File: src/rtl/decode_rr_arbiter_pkg.sv
// Shared definitions for the decoder round-robin arbiter: sizes, FSM
// encoding and the rotating priority pick.
package decode_rr_arbiter_pkg;

  localparam int N_REQ = 8;
  localparam int IDX_W = 3;

  typedef enum logic [1:0] {
    ST_IDLE  = 2'b00,
    ST_GRANT = 2'b01,
    ST_GAP   = 2'b10
  } state_e;

  typedef struct packed {
    logic             found;
    logic [IDX_W-1:0] idx;
  } pick_t;

  // First set request scanning upward from ptr+1, wrapping; ptr itself is
  // visited last. The loop runs from the farthest offset down to the nearest
  // so the nearest hit is the one that sticks.
  function automatic pick_t rr_pick(input logic [N_REQ-1:0] req,
                                    input logic [IDX_W-1:0] ptr);
    pick_t            res;
    logic [IDX_W-1:0] cand;
    res = '0;
    for (int k = N_REQ; k >= 1; k--) begin
      cand = ptr + IDX_W'(k);
      if (req[cand]) begin
        res.found = 1'b1;
        res.idx   = cand;
      end
    end
    return res;
  endfunction

endpackage

File: src/rtl/decode_rr_arbiter_dec.sv
// Existing 3-to-8 decoder: one-hot Out from In when enabled, else zero.
module decode_rr_arbiter_dec
  import decode_rr_arbiter_pkg::*;
(
  input  logic             E,
  input  logic [IDX_W-1:0] In,
  output logic [N_REQ-1:0] Out
);

  // One AND term per output line keeps the result zero or one-hot.
  for (genvar gi = 0; gi < N_REQ; gi++) begin : g_line
    assign Out[gi] = E && (In == IDX_W'(gi));
  end

endmodule

File: src/rtl/decode_rr_arbiter.sv
// Round-robin arbiter sharing one decoder between eight requesters, with a
// hold timeout and a dead gap between grants.
module decode_rr_arbiter
  import decode_rr_arbiter_pkg::*;
#(
  parameter int MAX_HOLD = 16,
  parameter int GAP      = 1
) (
  input  logic             clka,
  input  logic             rst_n,
  input  logic             en,
  input  logic [N_REQ-1:0] req,
  output logic [IDX_W-1:0] sel,
  output logic             sel_vld,
  output logic [N_REQ-1:0] gnt,
  output logic             busy,
  output logic             timeout
);

  localparam logic [7:0] HOLD_LIM = 8'(MAX_HOLD);
  localparam logic [3:0] GAP_LIM  = 4'(GAP);

  state_e           state_q;
  logic [IDX_W-1:0] sel_q;
  logic             sel_vld_q;
  logic [IDX_W-1:0] ptr_q;
  logic [7:0]       hold_cnt_q;
  logic [3:0]       gap_cnt_q;
  logic             timeout_q;
  pick_t            pick_d;
  logic             hold_expired_d;

  // Candidate winner for the next IDLE evaluation and the timeout condition.
  always_comb begin
    pick_d         = rr_pick(req, ptr_q);
    hold_expired_d = (MAX_HOLD != 0) && (hold_cnt_q == HOLD_LIM);
  end

  // Arbiter FSM with registered select, valid and timeout pulse.
  always_ff @(posedge clka or negedge rst_n) begin
    if (!rst_n) begin
      state_q    <= ST_IDLE;
      sel_q      <= '0;
      sel_vld_q  <= 1'b0;
      ptr_q      <= IDX_W'(N_REQ - 1);
      hold_cnt_q <= '0;
      gap_cnt_q  <= '0;
      timeout_q  <= 1'b0;
    end else begin
      timeout_q <= 1'b0;
      case (state_q)
        ST_IDLE: begin
          if (en && pick_d.found) begin
            sel_q      <= pick_d.idx;
            sel_vld_q  <= 1'b1;
            hold_cnt_q <= 8'd1;
            state_q    <= ST_GRANT;
          end else begin
            sel_vld_q <= 1'b0;
          end
        end
        ST_GRANT: begin
          if (!req[sel_q] || hold_expired_d) begin
            // Releasing requester becomes lowest priority next round.
            sel_vld_q <= 1'b0;
            ptr_q     <= sel_q;
            gap_cnt_q <= 4'd1;
            state_q   <= ST_GAP;
            timeout_q <= req[sel_q];
          end else if (hold_cnt_q != 8'hFF) begin
            hold_cnt_q <= hold_cnt_q + 8'd1;
          end
        end
        ST_GAP: begin
          sel_vld_q <= 1'b0;
          if (gap_cnt_q == GAP_LIM) begin
            state_q <= ST_IDLE;
          end else if (gap_cnt_q != 4'hF) begin
            gap_cnt_q <= gap_cnt_q + 4'd1;
          end
        end
        default: begin
          state_q   <= ST_IDLE;
          sel_vld_q <= 1'b0;
        end
      endcase
    end
  end

  decode_rr_arbiter_dec u_dec (
    .E   (sel_vld_q),
    .In  (sel_q),
    .Out (gnt)
  );

  assign sel     = sel_q;
  assign sel_vld = sel_vld_q;
  assign busy    = (state_q != ST_IDLE);
  assign timeout = timeout_q;

endmodule

File: config.mk
export PLATFORM = sky130hd
export DESIGN_NAME = decode_rr_arbiter
export DESIGN_NICKNAME = d
export VERILOG_FILES = /design/src/rtl/decode_rr_arbiter_pkg.sv /design/src/rtl/decode_rr_arbiter_dec.sv /design/src/rtl/decode_rr_arbiter.sv
export SDC_FILE = /design/constraint.sdc
export NUM_CORES = 1
export LEC_CHECK = 0
export ABC_AREA = 1
export BUFFER_PORTS_ARGS = -buffer_cell sky130_fd_sc_hd__buf_4
export CAP_MARGIN = 40
export CORE_ASPECT_RATIO = 1.2
export CORE_UTILIZATION = 40
export CTS_CLUSTER_DIAMETER = 50
export CTS_CLUSTER_SIZE = 40
export DETAILED_ROUTE_END_ITERATION = 8
export PLACE_DENSITY = 0.7
export SETUP_SLACK_MARGIN = 0.15
export SLEW_MARGIN = 20
export SYNTH_ARGS = -nofsm -noshare
export SYNTH_HDL_FRONTEND = slang
export SYNTH_SLANG_ARGS = --single-unit
File: constraint.sdc
create_clock -name clka -period 2.6 [get_ports clka]
set_input_delay 0.39 -clock clka [delete_from_list [all_inputs] [get_ports clka]]
set_output_delay 0.39 -clock clka [all_outputs]
set_load 0.02 [all_outputs]
Yosys cells after proc, flatten, opt, wreduce, memory -nomap -nowiden
Index checks and enable logic that the tools add are counted.

Multiplexer cells: 43. Equality and inequality tests: 20. Order comparisons: 9. Reductions and logical operators: 21. $add $sub $neg: 9.

Operators with widths (count): $mux W4 (11); $lt A3 B4 Y1 const B (9); $bmux W1 S3 (9); $mux W8 (3); $pmux W8 S2 (1); $ne A2 B2 Y1 const B (7); $mux W1 (13); $add A3 B3 Y3 const B (4); $eq A3 B3 Y1 const B (4); $logic_and A1 B1 Y1 (9); $add A8 B1 Y8 const B (1); $eq A8 B5 Y1 const B (1); $ne A8 B8 Y1 const B (1); $pmux W4 S2 (1); $reduce_and A4 Y1 (2); $add A3 B2 Y3 const B (2); $eq A3 B2 Y1 const B (2); $mux W2 (3); $pmux W2 S3 (1); $reduce_bool A2 Y1 (3); $add A4 B1 Y4 const B (1); $eq A4 B1 Y1 const B (1); $ne A4 B4 Y1 const B (1); $reduce_and A2 Y1 (2); 10 further kinds (10).

Flip-flop bits (word level): 22. Logic and storage cells: 109. Input port bits: 11.

Longest topological paths before layout
Gate-level depths: netlist (run 1).

Word-level depth: 13. Depth in mapped cells: 16. Mapped depth without buffers: 15.

By module
Synthesis (run 1) repeated with hierarchy kept, for this count alone.

Cell total of the unflattened synthesis: 312. Area, all modules: 1995.7 µm².

By module, submodules not included: decode_rr_arbiter (sequential area each 554.3 µm², times used 1, area each 1931.9 µm², cells each 295); decode_rr_arbiter_dec (sequential area each 0.0 µm², times used 1, area each 63.8 µm², cells each 17).

Least setup slack after synthesis (run 1)
OpenSTA, ideal clock, no wires.

Path type: register -> register. From: register ptr_q[1]. To: register hold_cnt_q[2]. Slack: 425 ps. Buffers on the path: 1. Cell stages (with the launch flop): 15. Arrival: 2101 ps. Clock period less this slack: 2175 ps. Setup time: 74 ps. Cell sequence: dfstp_2 inv_2 ha_1 inv_2 nand3_1 nand3_1 nand2_2 nor2_1 nand4_2 nand2_2 nand2_2 nand2_4 buf_12 nand2_2 o21ai_2.

Word-level cells in the longest chain between the ends: 13. Elaborated cells on any way between the ends: 34. Classes of those cells: add/sub (7); eq/ne (1); mux (24); reduce/logical (2).

Ends and longest elaborated chain: from (decl) (line decode_rr_arbiter.sv:26) `logic [IDX_W-1:0] ptr_q;`; from (signal assigned) (line decode_rr_arbiter.sv:45) `ptr_q <= IDX_W'(N_REQ - 1);`; from (signal assigned) (line decode_rr_arbiter.sv:66) `ptr_q <= sel_q;`; $add A3 B3 Y3 or $bmux W1 S3 (tied branches) (line decode_rr_arbiter_pkg.sv:28, decode_rr_arbiter_pkg.sv:29); $bmux W1 S3 or $mux W1 (tied branches) (line decode_rr_arbiter_pkg.sv:29) `if (req[cand]) begin`; $mux W1 (not written as such) or $mux W4 (tied branches) (line decode_rr_arbiter_pkg.sv:29); $mux W4 (6 in series) (line decode_rr_arbiter_pkg.sv:29); $mux W4 * (line decode_rr_arbiter_pkg.sv:29); $logic_and A1 B1 Y1 * (line decode_rr_arbiter.sv:53) `if (en && pick_d.found) begin`; $ne A2 B2 Y1 (no line) *; $reduce_and A4 Y1 (no line) *; to (signal assigned) (line decode_rr_arbiter.sv:71) `hold_cnt_q <= hold_cnt_q + 8'd1;`; to (decl) (line decode_rr_arbiter.sv:27) `logic [7:0] hold_cnt_q;`.

Mark *: on every way between the ends. The rest lies on a longest branch, timed or not. The select of a mux whose other input is x is not followed. A chain may end at the register's enable or synchronous reset.

Worst setup path in the final report (run 1)
Same ends and word-level chain as after synthesis.

==> results of run 1 <==
==> layout make-up <==
class	count	area, um^2	area share
clock buffer	3	41.29	0.01798
tap	58	72.57	0.03161
inverter	39	146.4	0.06376
multi-input combinational	222	1234	0.5373
sequential	22	554.3	0.2414
timing repair buffer	29	217.7	0.09482
clock inverter	1	30.03	0.01308
==> cells by family after synthesis <==
logic type	after synthesis	synth area share
simple gates	175	0.4304
buf+inv	43	0.09750
compound gates	33	0.1129
flops	22	0.2842
xor+xnor	6	0.03080
fa+ha+maj	6	0.03849
mux	1	0.005773
==> timing repair <==
| item | in CTS | in global routing |
|---|---|---|
| resized for setup | 1 | 2 |
| endpoints found under the setup margin | 2 | 13 |
| pin swaps | 0 | 1 |
| buffers inserted | 0 | 4 |
| cloned | 0 | 1 |
| hold buffers | 0 | 0 |
==> power breakdown <==
| group | total (mW) | leakage, nW | internal [mW] | switching [mW] |
|---|---|---|---|---|
| sequential | 0.342 | 0.229 | 0.342 | 0 |
| clock | 0.324 | 0.0357 | 0.206 | 0.118 |
| combinational | 0.0771 | 0.954 | 0.0277 | 0.0494 |
==> worst min path at each step <==
stage	cells after the start	endpoint	startpoint
after detailed placement	1	hold_cnt_q[1]	rst_n
after global placement	1	hold_cnt_q[2]	rst_n
final	1	state_q[1]	rst_n
after global routing	1	gap_cnt_q[2]	rst_n
after CTS	1	gap_cnt_q[1]	rst_n
after floorplan	0	gap_cnt_q[0]	rst_n
==> state kept, by name, summed over array words and instances, names as in the netlist <==
signal and count:
sel 3, timeout 1, state_q 2, hold_cnt_q 8, sel_vld 1, ptr_q 3, gap_cnt_q 4
==> through the flow <==
stage,cells,setup slack [ns]
floorplan,286,0.4247
global placement,365,0.2078
detailed placement,365,0.1497
CTS,369,0.1308
global route,374,0.1576
finish,374,0.3052
==> Yosys cell counts (2+ instances only) <==
master   number
xor2_1        3
inv_1        33
nand3_1      41
or2_2         4
nand2_2       9
a21oi_1       9
dfrtp_1      19
nand2_1      77
dfstp_2       3
ha_1          6
a21oi_2       2
o21ai_2       8
nand4_1       7
o22ai_1       2
nand2_4       2
nor3_1        2
nand3_2       6
inv_2         5
o31ai_1       3
o21ai_0       6
nor2_4        2
nor2_1       23
xnor2_1       2
==> critical path: cells and delay by family (launching register included) <==
kind,cells,cell delay (ns)
AND/OR/NAND/NOR,8,1.04
buffers and inverters,2,0.19
AO/OA/AOI/OAI,1,0.07
adder cells (fa/ha/maj),1,0.31
flip-flops,1,0.57
==> metal layers <==
layer | up-vias | global-route usage | share of wire
met2 | 48 | 0.3235 | 0.49
met3 | 14 | 0.02326 | 0.039
met1 | 908 | 0.2342 | 0.44
met5 | - | 0 | 0
li1 | 1002 | - | -
met4 | 0 | 0.09348 | 0.034
==> key figures, run 1 <==
Outcome
  – Run status: finished with violations
  – Failing checks: negative hold slack

Placed design
  – Port bufs: 24
  – Post-DP HPWL: 3598 um
  – Placed Instance Area: 0.002167 mm^2
  – RePlAce Congestion: 0.9170

Finish
  – Ant. Diodes: 0
  – Layout cells sized above 1: 0.2563
  – Fillcell total: 464
  – Core Util, Final: 0.4961
  – Synth-to-layout area growth: 17.70%
  – Most frequent cells in the layout: nand2_1, nand3_1, inv_1
  – Commonest non-fill, non-tap cell in the layout: nand2_1
  – Layout Nets: 334
  – Fin area: 0.002296 mm^2

Clocking
  – Skew-Pair Late Insertion Delay: 0.27 ns
  – Total CTS buffers: 3
  – CTS max path bufs: 2
  – Clock Tree Root: clkbuf_8
  – Clock sink count: 22
  – CTS H-tree lvls: 1
  – Worst-path clk slew: 0.09 ns
  – CTS tree: done

Floorplan
  – IO Pins: 25
  – Initial core utilization: 0.4215
  – Num rows: 27
  – Die width: 65.75 um
  – Die H: 78.50 um
  – Core area: 0.004628 mm^2
  – Die area: 0.005161 mm^2

Global route
  – Antenna violations before repair: 0
  – Tot GR Track Use: 0.1912
  – Largest net degree at the start of global routing: 23
  – First-pass GRT wire length: 7762 um
  – GR Overflow Total: 0
  – Vias in the first global route: 1806

Critical path
  – R2R Setup Slk: 0.31 ns
  – CP Capture Type: register
  – CP Max Fanout: 9
  – R2r worst-path depth: 12
  – RR Startpoint: ptr_q[1]
  – Critical-path cell list: inv_2, ha_2, inv_2, nand3_1, nand3_1, nand2_1, nor2_4, nand4_2, nand2_2, nand2_2, nand2_4, o21ai_2
  – R2r endpoint: hold_cnt_q[2]
  – Critical Path Start: ptr_q[1]
  – Worst path slowest cell: dfstp_2
  – End of the critical path: hold_cnt_q[2]
  – Worst setup SP type: register
  – Worst path required time: 2.76 ns
  – Crit Path Class: reg2reg
  – Crit path largest cell delay: 0.57 ns
  – Critical path arrival: 2.45 ns

Routing
  – DRC: 0
  – Vias: 1972
  – DR pass1 iterations: 4
  – Post-DRT Antenna Nets: 0
  – Vias per cell: 5.273
  – Drt total wl: 4666 um
  – Routed length per placed instance: 12.48 um
  – 1st-iter DRT viols: 173

Timing
  – Worst-margin pin slew: 0.6594 ns
  – Post-layout min period: 2.295 ns
  – Maximum operating frequency: 435.8 MHz
  – RSZ-0062 raised after global routing: false
  – Final Cycle Share: 0.8826
  – Setup violators final: 0
  – Hold Vio Cnt, Final: 3
  – Final Max Tran Viols: 0
  – Setup TNS: 0 ns
  – Clock Skews: 0.007550 ns
  – Hold WS: -0.001936 ns
  – Rel. slew slack: 0.5588

Synth
  – Top FF cell, synth: dfrtp_1
  – Top post-synthesis cells by area: dfrtp_1, nand2_1, nand3_1, inv_1, nor2_1
  – Synth top area share: 0.2437
  – Register area share after synthesis: 0.2842
  – Post-synthesis cell area: 0.001951 mm^2
  – Flops & latches, synth: 22
  – Dominant cell type by area after synthesis: dfrtp_1
  – Syn Inst Count: 286
  – Post-synth EDFFs: 0
  – Asr flop ratio synth: 1.000
  – Post-synth cell types: 35
  – Syn_nets: 303
  – Synthesis warning total: 0
  – Syn avg cell area: 6.820 um^2

Job
  – Max-Cap Viols: 0

Power and ir drop
  – Worst vdd ir: 0.0002608 V
  – Power, Total: 742.8 uW
  – PwrDens: 323.5 mW/mm^2
  – Total leakage power: 1.218 nW

Min path
  – Type of the worst min-delay path: in2async
No activity file was read; power rests on OpenSTA's default activity.
==> run 2, diff against run 1 <==
Settings changed: BUFFER_PORTS_ARGS -buffer_cell sky130_fd_sc_hd__buf_4 to -buffer_cell sky130_fd_sc_hd__buf_2, CORE_UTILIZATION 40 to 30, PLACE_DENSITY 0.7 to not set.
==> run 2 against run 1 <==
The run now ends clean. Core utilization is 13 points lower. Sequential share of layout area up 0.25 points. Critical path type unchanged. Wire length is 9.1% higher. Clock skew is 0.0039 ns lower.
==> key figures, run 2 (synthesized netlist as in run 1, its figures left out) <==
Outcome
  – Run status: completed

Placed design
  – Post-DP HPWL: 4017 um
  – Port bufs: 24
  – RePlAce Congestion: 0.8707
  – DP Cell Count: 391

Floorplan
  – Die area: 0.006830 mm^2
  – Die width: 75.61 um
  – IO Pins: 25
  – Core area: 0.006167 mm^2
  – Die H: 90.33 um
  – Num rows: 31
  – Initial core utilization: 0.3163

Finish
  – Layout cells sized above 1: 0.2713
  – Top Registers: hold_cnt_q (8), gap_cnt_q (4)
  – Synth-to-layout area growth: 16.48%
  – Max reg flops: 8
  – Final non-filler cell total: 399
  – Commonest non-fill, non-tap cell in the layout: nand2_1
  – Core Util, Final: 0.3684
  – Ant. Diodes: 0
  – Largest register by flop count: hold_cnt_q
  – Most frequent cells in the layout: nand2_1, nand3_1, inv_1
  – Layout Nets: 335

Critical path
  – CP Max Fanout: 11
  – R2r worst-path depth: 12
  – RR Startpoint: ptr_q[0]
  – CP Capture Type: register
  – Crit Path Class: reg2reg
  – Worst setup SP type: register
  – Worst path required time: 2.76 ns
  – R2r endpoint: hold_cnt_q[2]
  – R2R Setup Slk: 0.32 ns
  – Critical path arrival: 2.44 ns

Routing
  – Drt total wl: 5092 um
  – Routed length per placed instance: 12.76 um
  – Post-DRT Antenna Nets: 0
  – DR pass1 iterations: 6
  – DRC: 0
  – 1st-iter DRT viols: 57
  – Vias per cell: 4.895
  – Vias: 1953

Global route
  – Largest net degree at the start of global routing: 23
  – Tot GR Track Use: 0.1591
  – Vias in the first global route: 1883
  – Antenna violations before repair: 0
  – GR Overflow Total: 0
  – First-pass GRT wire length: 8562 um

Job
  – Max-Cap Viols: 0

Timing
  – Rel. slew slack: 0.6123
  – Worst-margin pin slew: 0.5765 ns
  – Post-layout min period: 2.276 ns
  – Final Max Tran Viols: 0
  – Hold Vio Cnt, Final: 0
  – Setup TNS: 0 ns
  – Setup violators final: 0
  – Final Cycle Share: 0.8753
  – Maximum operating frequency: 439.4 MHz
  – Clock Skews: 0.003655 ns
  – RSZ-0062 raised after global routing: false

Min path
  – Type of the worst min-delay path: in2async

Clocking
  – Skew-Pair Late Insertion Delay: 0.27 ns
  – CTS max path bufs: 2
  – CTS tree: done
  – CTS H-tree lvls: 1
  – Clock sink count: 22
  – Worst-path clk slew: 0.08 ns
  – Total CTS buffers: 3
  – Clock Tree Root: clkbuf_8
  – # hold bufs at CTS: 0

Power and ir drop
  – Worst vdd ir: 0.0001944 V
  – Total leakage power: 1.206 nW
  – Power, Total: 670.8 uW
  – PwrDens: 295.2 mW/mm^2
run 2: cell types whose count changed in the layout (fill, tap and decap cells not counted), sizes merged:
cell	previous run	this run
clkbuf	3	4
bufinv	1	0
buf	29	30
run 2: worst max-delay path, stage by stage, from the launching register on:
cell and delay (ns):
dfstp_2 0.55, buf_4 0.17, ha_2 0.20, xor2_2 0.24
inv_1 0.11, nand3_2 0.10, nand2_2 0.09, nor2_1 0.12
nand4_2 0.14, nand2_2 0.09, nand2_2 0.11, nand2_4 0.19
o21ai_2 0.06
run 2: what timing repair did:
action / CTS / global route
resized for setup: 0 / 8
buffers inserted: 0 / 3
setup endpoints to repair: 0 / 13
endpoints found under the hold margin: 0 / 0
run 2: worst max-delay path by stage:
stage             start       endpoint  depth (start not counted)
3_3_place_gp   ptr_q[1]         sel[0]                         12
6_report       ptr_q[0]  hold_cnt_q[2]                         12
2_1_floorplan  ptr_q[1]  hold_cnt_q[2]                         14
3_5_place_dp   ptr_q[1]         sel[0]                         12
4_1_cts        ptr_q[1]         sel[0]                         12
5_1_grt        ptr_q[0]  hold_cnt_q[7]                         12
run 2: per-stage QoR:
| stage | cell area, um^2 | setup WS (ns) | hold WS, ns |
|---|---|---|---|
| after floorplan | 1951 | 0.4247 | 0.09441 |
| after global placement | 2152 | 0.2204 | 0.3967 |
| after detailed placement | 2152 | 0.2252 | 0.4007 |
| after CTS | 2207 | 0.2096 | 0.1057 |
| after global routing | 2272 | 0.1538 | 0.1230 |
| final | 2272 | 0.3243 | 0.08083 |
run 2: layout make-up:
type                       instances  area [um^2]
clock buffer                       4        55.05
fill                             674         3895
inverter                          39        148.9
multi-input combinational        222         1246
sequential                        22        554.3
tap                               82        102.6
timing repair buffer              30        165.2
run 2: layer usage:
layer | routed length, um | global-route usage | vias to the layer above
li1 | - | - | 994
met1 | 2244 | 0.1961 | 919
met2 | 2547 | 0.2649 | 26
met3 | 104 | 0.02009 | 14
met4 | 195 | 0.07870 | 0
met5 | 0 | 0 | -
run 2: report_power, final:
part           leakage (nW)  internal, mW  total [mW]  switching [mW]
clock network        0.0288         0.135       0.255           0.120
logic                 0.949        0.0236      0.0739          0.0503
registers             0.229         0.342       0.342               0
